File: src/rtl/seq_pattern_detector.sv
// Runtime-configurable serial bit-pattern detector with overlap/non-overlap modes,
// Mealy or Moore match timing and a saturating match counter.
module seq_pattern_detector #(
    parameter int MAX_LEN = 8,
    parameter int LEN_W   = 4,
    parameter int CNT_W   = 8
) (
    input  logic               clk,
    input  logic               reset,
    input  logic               cfg_load,
    input  logic [MAX_LEN-1:0] cfg_pattern,
    input  logic [LEN_W-1:0]   cfg_len,
    input  logic               cfg_overlap,
    input  logic               cfg_moore,
    input  logic               in_valid,
    input  logic               x,
    input  logic               clr_count,
    output logic               match,
    output logic [CNT_W-1:0]   match_count,
    output logic               active
);

    typedef enum logic [0:0] {
        IDLE = 1'b0,
        RUN  = 1'b1
    } state_t;

    state_t             state_r;
    state_t             state_next_s;
    logic [MAX_LEN-1:0] pat_r;
    logic [LEN_W-1:0]   len_r;
    logic               overlap_r;
    logic               moore_r;
    logic [MAX_LEN-1:0] hist_r;
    logic [LEN_W-1:0]   fill_r;
    logic               moore_hit_r;
    logic [CNT_W-1:0]   count_r;

    logic               cfg_legal_s;
    logic               accept_s;
    logic               fill_ok_s;
    logic               hit_s;
    logic [MAX_LEN-1:0] mask_s;
    logic [MAX_LEN-1:0] window_s;

    localparam logic [LEN_W-1:0] MAX_LEN_L = LEN_W'(MAX_LEN);
    localparam logic [CNT_W-1:0] CNT_ONE   = {{(CNT_W-1){1'b0}}, 1'b1};
    localparam logic [CNT_W-1:0] CNT_MAX   = {CNT_W{1'b1}};
    localparam logic [LEN_W-1:0] LEN_ONE   = {{(LEN_W-1){1'b0}}, 1'b1};

    // Configuration legality and next FSM state.
    always_comb begin
        state_next_s = state_r;
        cfg_legal_s  = (cfg_len != {LEN_W{1'b0}}) && (cfg_len <= MAX_LEN_L);
        if (cfg_load) begin
            if (cfg_legal_s) begin
                state_next_s = RUN;
            end else begin
                state_next_s = IDLE;
            end
        end else begin
            state_next_s = state_r;
        end
    end

    // Hit detection: compare the newest len bits (history plus current x) to the pattern.
    always_comb begin
        mask_s = {MAX_LEN{1'b0}};
        for (int i = 0; i < MAX_LEN; i++) begin
            if (LEN_W'(i) < len_r) begin
                mask_s[i] = 1'b1;
            end else begin
                mask_s[i] = 1'b0;
            end
        end
        window_s  = {hist_r[MAX_LEN-2:0], x};
        accept_s  = (state_r == RUN) && in_valid && !cfg_load;
        // Written as fill+1 >= len so the comparison never underflows.
        fill_ok_s = ({1'b0, fill_r} + {1'b0, LEN_ONE}) >= {1'b0, len_r};
        hit_s     = accept_s && fill_ok_s &&
                    (((window_s ^ pat_r) & mask_s) == {MAX_LEN{1'b0}});
    end

    // Output timing select; a reload suppresses a pending Moore pulse.
    always_comb begin
        match = 1'b0;
        if (moore_r) begin
            match = moore_hit_r && !cfg_load;
        end else begin
            match = hit_s;
        end
    end

    assign match_count = count_r;
    assign active      = (state_r == RUN);

    // FSM state register.
    always_ff @(posedge clk or posedge reset) begin
        if (reset) begin
            state_r <= IDLE;
        end else begin
            state_r <= state_next_s;
        end
    end

    // Stored configuration, captured on every load regardless of legality.
    always_ff @(posedge clk or posedge reset) begin
        if (reset) begin
            pat_r     <= {MAX_LEN{1'b0}};
            len_r     <= {LEN_W{1'b0}};
            overlap_r <= 1'b0;
            moore_r   <= 1'b0;
        end else if (cfg_load) begin
            pat_r     <= cfg_pattern;
            len_r     <= cfg_len;
            overlap_r <= cfg_overlap;
            moore_r   <= cfg_moore;
        end
    end

    // History shift register and saturating fill counter.
    always_ff @(posedge clk or posedge reset) begin
        if (reset) begin
            hist_r <= {MAX_LEN{1'b0}};
            fill_r <= {LEN_W{1'b0}};
        end else if (cfg_load) begin
            hist_r <= {MAX_LEN{1'b0}};
            fill_r <= {LEN_W{1'b0}};
        end else if (accept_s) begin
            hist_r <= window_s;
            if (hit_s && !overlap_r) begin
                fill_r <= {LEN_W{1'b0}};
            end else if (fill_r < MAX_LEN_L) begin
                fill_r <= fill_r + LEN_ONE;
            end
        end
    end

    // Registered copy of hit, shown as the Moore pulse one cycle later.
    always_ff @(posedge clk or posedge reset) begin
        if (reset) begin
            moore_hit_r <= 1'b0;
        end else if (cfg_load) begin
            moore_hit_r <= 1'b0;
        end else begin
            moore_hit_r <= hit_s;
        end
    end

    // Saturating match counter; clear beats a simultaneous hit.
    always_ff @(posedge clk or posedge reset) begin
        if (reset) begin
            count_r <= {CNT_W{1'b0}};
        end else if (clr_count) begin
            count_r <= {CNT_W{1'b0}};
        end else if (hit_s && (count_r != CNT_MAX)) begin
            count_r <= count_r + CNT_ONE;
        end
    end

endmodule
File: config.mk
export PLATFORM = sky130hd
export DESIGN_NAME = seq_pattern_detector
export DESIGN_NICKNAME = d
export VERILOG_FILES = /design/src/rtl/seq_pattern_detector.sv
export SDC_FILE = /design/constraint.sdc
export NUM_CORES = 1
export LEC_CHECK = 0
export CAP_MARGIN = 10
export CORE_MARGIN = 3
export CORE_UTILIZATION = 52
export DETAILED_ROUTE_END_ITERATION = 8
export PLACE_DENSITY = 0.78
export SYNTH_ARGS = -nofsm -noshare
export SYNTH_HDL_FRONTEND = slang
export SYNTH_SLANG_ARGS = --single-unit
File: constraint.sdc
create_clock -name clk -period 3 [get_ports clk]
set_input_delay 0.45 -clock clk [delete_from_list [all_inputs] [get_ports clk]]
set_output_delay 0.45 -clock clk [all_outputs]
set_load 0.02 [all_outputs]
==> run metrics, run 1 <==
layout cells sized above 1 13.8%; final setup margin 0.293 ns; row count 20; post-DR wirelength/cell 14.1 um; Routed Antenna Nets 0; Hold Fails Final Rpt 0; max_slew headroom 71.0%; post-cts resize count 1; kind of critical path reg2out; Setup crit start kind flip-flop; VDD IR-drop max 0.000292 V; Worst Path Required 2.55 ns; die height 64.6 um; CP arrival 2.26 ns; vias in the first global route around 1400; TritonRoute pass-1 iters 4; io pins 30; Post-synth EDFFs 0; Fillers 266; IO buf count 29; FF+latch count, synth 35; grt total ovfl 0; Cells after DPL between 200 and 250; async set-reset flop share out of synthesis 100%; cells after synthesis 175; final core area utilization around 70%; area leader, netlist dfrtp_1; total routed wirelength 3590 um; Final setup viols 0; CTS tree built; Post-Syn Area 1790 sq um; vias 1396; Clk Tree Root Cell clkbuf_4; Final Wtd Congestion roughly 0.85; crit share post-route 90.2%; vias per cell 5.50; Starting Density 56.7%; r2r startpoint fill_r[0]$_DFFE_PP0P_; fin cells 254; top post-synthesis cells by count 35 x dfrtp_1, 21 x nand2_1, 13 x mux2_2; largest net degree at the start of global routing 36; clk_skew 0.00240 ns; status finished, final reports clean; CP max FO 4; top post-synthesis cells by area dfrtp_1 49%, mux2_2 8.2%, nand2_1 4.4%, ha_1 4.2%, xnor2_1 3.9%; initial antenna violation count 0; worst min path class in2async; number of setup buffers added after CTS 0; Clock Tree Buf Depth 2; post-route cell area 2210 sq um; Synth top area share 49.0%; clock sinks 35; hold_buf cts 0; # diodes 0; first-pass GRT wire length 6280 um; RSZ-0062 raised after global routing no; Synth Flop Type dfrtp_1; Final #Nets 235; Hold WS 0.523 ns; DRC viols 0; P&R area growth vs syn 23.4%; TritonCTS Buffers 5; Yosys Warn Count 0; Worst-Margin Slew 0.435 ns; clk slew on worst S/H paths 0.10 ns; cell with the most instances after synthesis dfrtp_1; dpl cell area 2140 sq um; GRT Overall Usage roughly a fifth; Slew Viols, Final 0; Die Wd approximately 65 um; sequential-to-total area share from yosys stat about 49%; DIE AREA 4180 sq um; worst setup path start fill_r[0]$_DFFE_PP0P_; CTS HTree Levels 2; P_leak 0.954 nW; Power Dens Cells 431 nW/um^2; Total Power roughly 0.95 mW; dpl ws 0.113 ns; Iteration-0 DRC Markers 66; max-cap violations 0; clk_lat worst skew 0.33 ns; synth unique cells 36; syn nets between 200 and 250; DPL Wire Length between 2000 and 3000 um; Core ar. roughly 3200 sq um; Max Freq 369 MHz; crit path capture type output port; setup tns final 0 ns; Avg Cell Area, Syn around 10 sq um; minimum clock period 2.71 ns
-- worst paths after layout --
check | endpoint | slack, ns | depth (start not counted)
worst max-delay path | match | 0.29 | 8
min in group clk | overlap_r$_DFFE_PP0P_ | 0.53 | 1
worst min-delay path | match_count[7]$_DFFE_PP0P_ | 0.52 | 3
worst max register to register | match_count[7]$_DFFE_PP0P_ | 0.51 | 9
worst min register to register | overlap_r$_DFFE_PP0P_ | 0.53 | 1
max in group asynchronous | len_r[0]$_DFFE_PP0P_ | 2.17 | 3
-- kinds of logic (layout without fill, tap and decap cells) --
| family | after synthesis | after routing | synth area share [%] |
|---|---|---|---|
| mux | 16 | 16 | 9.94 |
| buf+inv | 13 | 48 | 2.80 |
| flops | 35 | 35 | 49.0 |
| simple gates | 62 | 62 | 17.1 |
| xor+xnor | 13 | 13 | 6.37 |
| fa+ha+maj | 6 | 6 | 4.20 |
| compound gates | 30 | 30 | 10.6 |
-- registers in the layout, indices dropped and copies added (netlist names) --
signal	count
match_count	8
pat_r	8
hist_r	7
fill_r	4
len_r	4
active	1
moore_hit_r	1
moore_r	1
overlap_r	1
-- routing by layer --
metal  track usage [%]  vias up  share of wire, %  routed length (um)
li1                  -      685                 -                   -
met1              24.3      676                43                1560
met2              32.0       26                51                1820
met3              5.03        9               4.1                 146
met4              6.86        0               1.6                  56
met5                 0        -                 0                   0
-- cell type report --
| type | instances | area [sq um] | share of cell area (%) |
|---|---|---|---|
| repair buffers | 33 | 315 | 14.3 |
| clock buffers | 7 | 65.1 | 2.95 |
| flip-flops and latches | 35 | 876 | 39.7 |
| clock inverters | 1 | 7.51 | 0.340 |
| inverters | 7 | 26.3 | 1.19 |
| multi-input cells | 127 | 862 | 39.1 |
| well taps | 44 | 55.1 | 2.49 |
-- worst max-delay path, cell delays in order, from the launching register on --
cell	delay, ns
dfrtp_1	0.44
ha_1	0.26
xor2_1	0.17
ha_1	0.28
o21ai_0	0.06
o21ai_0	0.17
nand4_1	0.15
o21ai_0	0.20
clkbuf_2	0.20
-- where the power goes --
group	internal (mW)	switching (mW)	leakage, nW
clock network	0.137	0.156	0.0375
registers	0.496	0.0249	0.455
logic	0.0743	0.0630	0.461
total	0.707	0.244	0.954
-- placed cells by master (no fill, tap or decap), drive strengths merged, types with 5 or more instances in the layout --
| cell type | instances |
|---|---|
| dfrtp | 35 |
| nand3 | 7 |
| o21ai | 6 |
| xnor2 | 8 |
| clkdlybuf4s50 | 28 |
| nor3 | 8 |
| mux2 | 14 |
| a21oi | 12 |
| clkbuf | 8 |
| inv | 7 |
| nor2 | 11 |
| nand2 | 21 |
| xor2 | 5 |
| ha | 6 |
Note: power is estimated with default switching activity, not from simulation.
==> run 2, diff against run 1 <==
ABC_AREA = 1   (was default)
CORE_UTILIZATION = 49   (was 52)
PLACE_DENSITY = 0.76   (was 0.78)
clock period = 2.25 ns   (was 3 ns; I/O delays follow)
==> run 2 against run 1 <==
Against the previous run:
- the run now ends with setup timing left
- worst hold slack got worse by 0.093 ns
- sequential share of layout area shrank 6.9 points
- largest cell class is now multi-input gates
- combinational power increased by 150%
- clock power increased by 53%
- routed wire length is 25% higher
- critical path type unchanged
- critical path depth up 4
- sequential cell count is the same
- utilization fell by 0.25 points
- total power up 55%
- largest power group unchanged
- die area up 19%
- first-iteration DRC count increased by 120%
- non-clock buffer count grew 19
==> run metrics, run 2 <==
GRT Overall Usage between 15 and 20%; Clk Tree Root Cell clkbuf_8; vias about 1800; first-pass GRT wire length 7720 um; Core ar. 3830 sq um; cells after synthesis between 200 and 300; GR Layer Usage met1 23.5%; sequential-to-total area share from yosys stat between 40% and 50%; r2r startpoint fill_r[0]$_DFFE_PP0P_; IO buf count 29; CP arrival just over 2 ns; post-DR wirelength/cell 12.1 um; dpl ws -0.410 ns; Setup crit start kind flip-flop; CTS HTree Levels 2; Register Area 876 sq um; kind of critical path reg2out; Max Freq between 400 and 500 MHz; final setup margin -0.134 ns; FF+latch count, synth 35; most common cell after layout, fill and taps aside nand2_1; failing checks setup timing; most frequent cells in the layout 80 x nand2_1, 38 x inv_1, 35 x dfrtp_1; worst setup path start fill_r[0]$_DFFE_PP0P_; io pins 30; Worst-Margin Slew ~0.45 ns; GRT busiest layer met2; max_slew headroom 69.9%; clk_lat worst skew around 0.29 ns; Synth Flop Type dfrtp_1; Routed Antenna Nets 0; # diodes 0; Avg Cell Area, Syn 7.66 sq um; max-cap violations 0; Slew Viols, Final 0; largest net degree at the start of global routing 36; clk slew on worst S/H paths 0.08 ns; cell-internal power approximately 1.0 mW; Die Wd 70.5 um; status finished, violations left; die height 70.5 um; Iteration-0 DRC Markers roughly 150; Post-synth EDFFs 0; part of the power in registers 46.5%; DPL Wire Length roughly 3300 um; crit path capture type output port; minimum clock period 2.38 ns; Yosys Warn Count 0; clock group share of total power 30.4%; Power Dens Cells 552 nW/um^2; Clock Tree Buf Depth 2; row count 22; Gate power share 23.1%; Final setup viols 1; Post-Syn Area a little over 2000 sq um; top post-synthesis cells by area dfrtp_1 43%, nand2_1 15%, inv_1 7.2%, nand3_1 5.9%, ha_1 3.7%; setup tns final -0.134 ns; Hold Fails Final Rpt 0; Final #Nets roughly 350; worst min path class in2async; vias per cell 4.96; CTS tree built; DRC viols 0; GR Util met3 under 10%; VDD IR-drop max about 0.00043 V; Starting Density 53.3%; M2 GR Usage 34.2%; grt total ovfl 0; Synth top area share 43.0%; P&R area growth vs syn 30.9%; TritonCTS Buffers 5; DIE AREA between 4000 and 5000 sq um; final core area utilization 69.8%; CP max FO 2; NetSw 0.442 mW; top post-synthesis cells by count 82 x nand2_1, 39 x inv_1, 35 x dfrtp_1; P_leak 1.43 nW; clock sinks 35; Total Power 1.47 mW; Fillers 305; area leader, netlist dfrtp_1; layout cells sized above 1 17.4%; Sw Share 30.0%; async set-reset flop share out of synthesis 100%; RSZ-0062 raised after global routing yes; total routed wirelength around 4500 um; multi-input combinational cell area 1030 sq um; Worst Path Required 1.91 ns; TritonRoute pass-1 iters 4; cell with the most instances after synthesis nand2_1; vias in the first global route 1831; synth unique cells 25; crit share post-route 106%; clk_skew 0.0119 ns; Final Wtd Congestion slightly above 0.8; initial antenna violation count 0; Hold WS 0.430 ns; syn nets 292
[run 2: changes by cell type in the layout (fill, tap and decap cells not counted), sizes merged, moves of 6 or more]
cell   change
xnor2      -6
o21ai      +7
mux2      -14
o22ai      +6
nand3     +19
nand4      +7
nor3       -7
a21oi     -12
nor2      +10
buf       +20
inv       +35
nand2     +69
[run 2: stage by stage]
stage,area (sq um),std cells
floorplan,2040,266
global placement,2530,359
detailed placement,2530,359
CTS,2650,368
global route,2670,370
finish,2670,370
[run 2: final cells by class]
type,instances,area share [%]
clock buffers,6,2.72
clock inverters,2,0.469
inverters,42,5.91
multi-input cells,185,38.4
flip-flops and latches,35,32.8
well taps,48,2.25
repair buffers,52,17.4
[run 2: path summary, 6_finish.rpt]
path                                         endpoint  slack [ns]  depth (start not counted)
max in group asynchronous         moore_r$_DFFE_PP0P_        1.48                          3
setup reg to reg           match_count[7]$_DFFE_PP0P_        0.21                         15
min in group clk                   active$_DFFE_PP0P_        0.51                          2
hold reg to reg                    active$_DFFE_PP0P_        0.51                          2
setup / recovery                                match       -0.13                         12
hold / removal             match_count[6]$_DFFE_PP0P_        0.43                          3
[run 2: per-layer routing]
metal | up-vias | wire length [um]
li1 | 945 | -
met1 | 843 | 2040
met2 | 38 | 2200
met3 | 8 | 176
met4 | 0 | 67
met5 | - | 0
[run 2: repair_timing]
| action | 4_1_cts | 5_1_grt |
|---|---|---|
| pin swaps | 8 | 3 |
| hold buffers | 0 | 0 |
| buffers inserted | 1 | 2 |
| hold endpoints to repair | 0 | 0 |
| setup endpoints to repair | 1 | 9 |
| gates resized for setup | 10 | 3 |
[run 2: worst max-delay path, cell delays in order (launching register included)]
cell and delay [ns]:
dfrtp_1 0.41, ha_4 0.18, xor2_2 0.15, ha_1 0.32, nand2_1 0.06, nand2_1 0.07
inv_1 0.04, nand2_1 0.04, nand2_1 0.05, nand2_2 0.07, nand2_4 0.05, o31ai_4 0.18
buf_6 0.15
[run 2: cell families after synthesis]
| family | count (synthesis) | synth area share (%) |
|---|---|---|
| and+or+nand+nor | 147 | 34.3 |
| muxes | 1 | 0.491 |
| buffers and inverters | 46 | 8.59 |
| adders and majority gates | 6 | 3.68 |
| xor gates and xnor gates | 10 | 4.30 |
| DFF | 35 | 43.0 |
| AOI/OAI and AO/OA | 21 | 5.71 |
[run 2: power by group through the flow]
stage	Clock, mW	Sequential, mW	Combinational, mW
2_1_floorplan	0	0.696	0.192
3_3_place_gp	0	0.691	0.315
3_5_place_dp	0	0.693	0.321
4_1_cts	0.450	0.685	0.331
5_1_grt	0.478	0.688	0.385
6_report	0.448	0.684	0.340
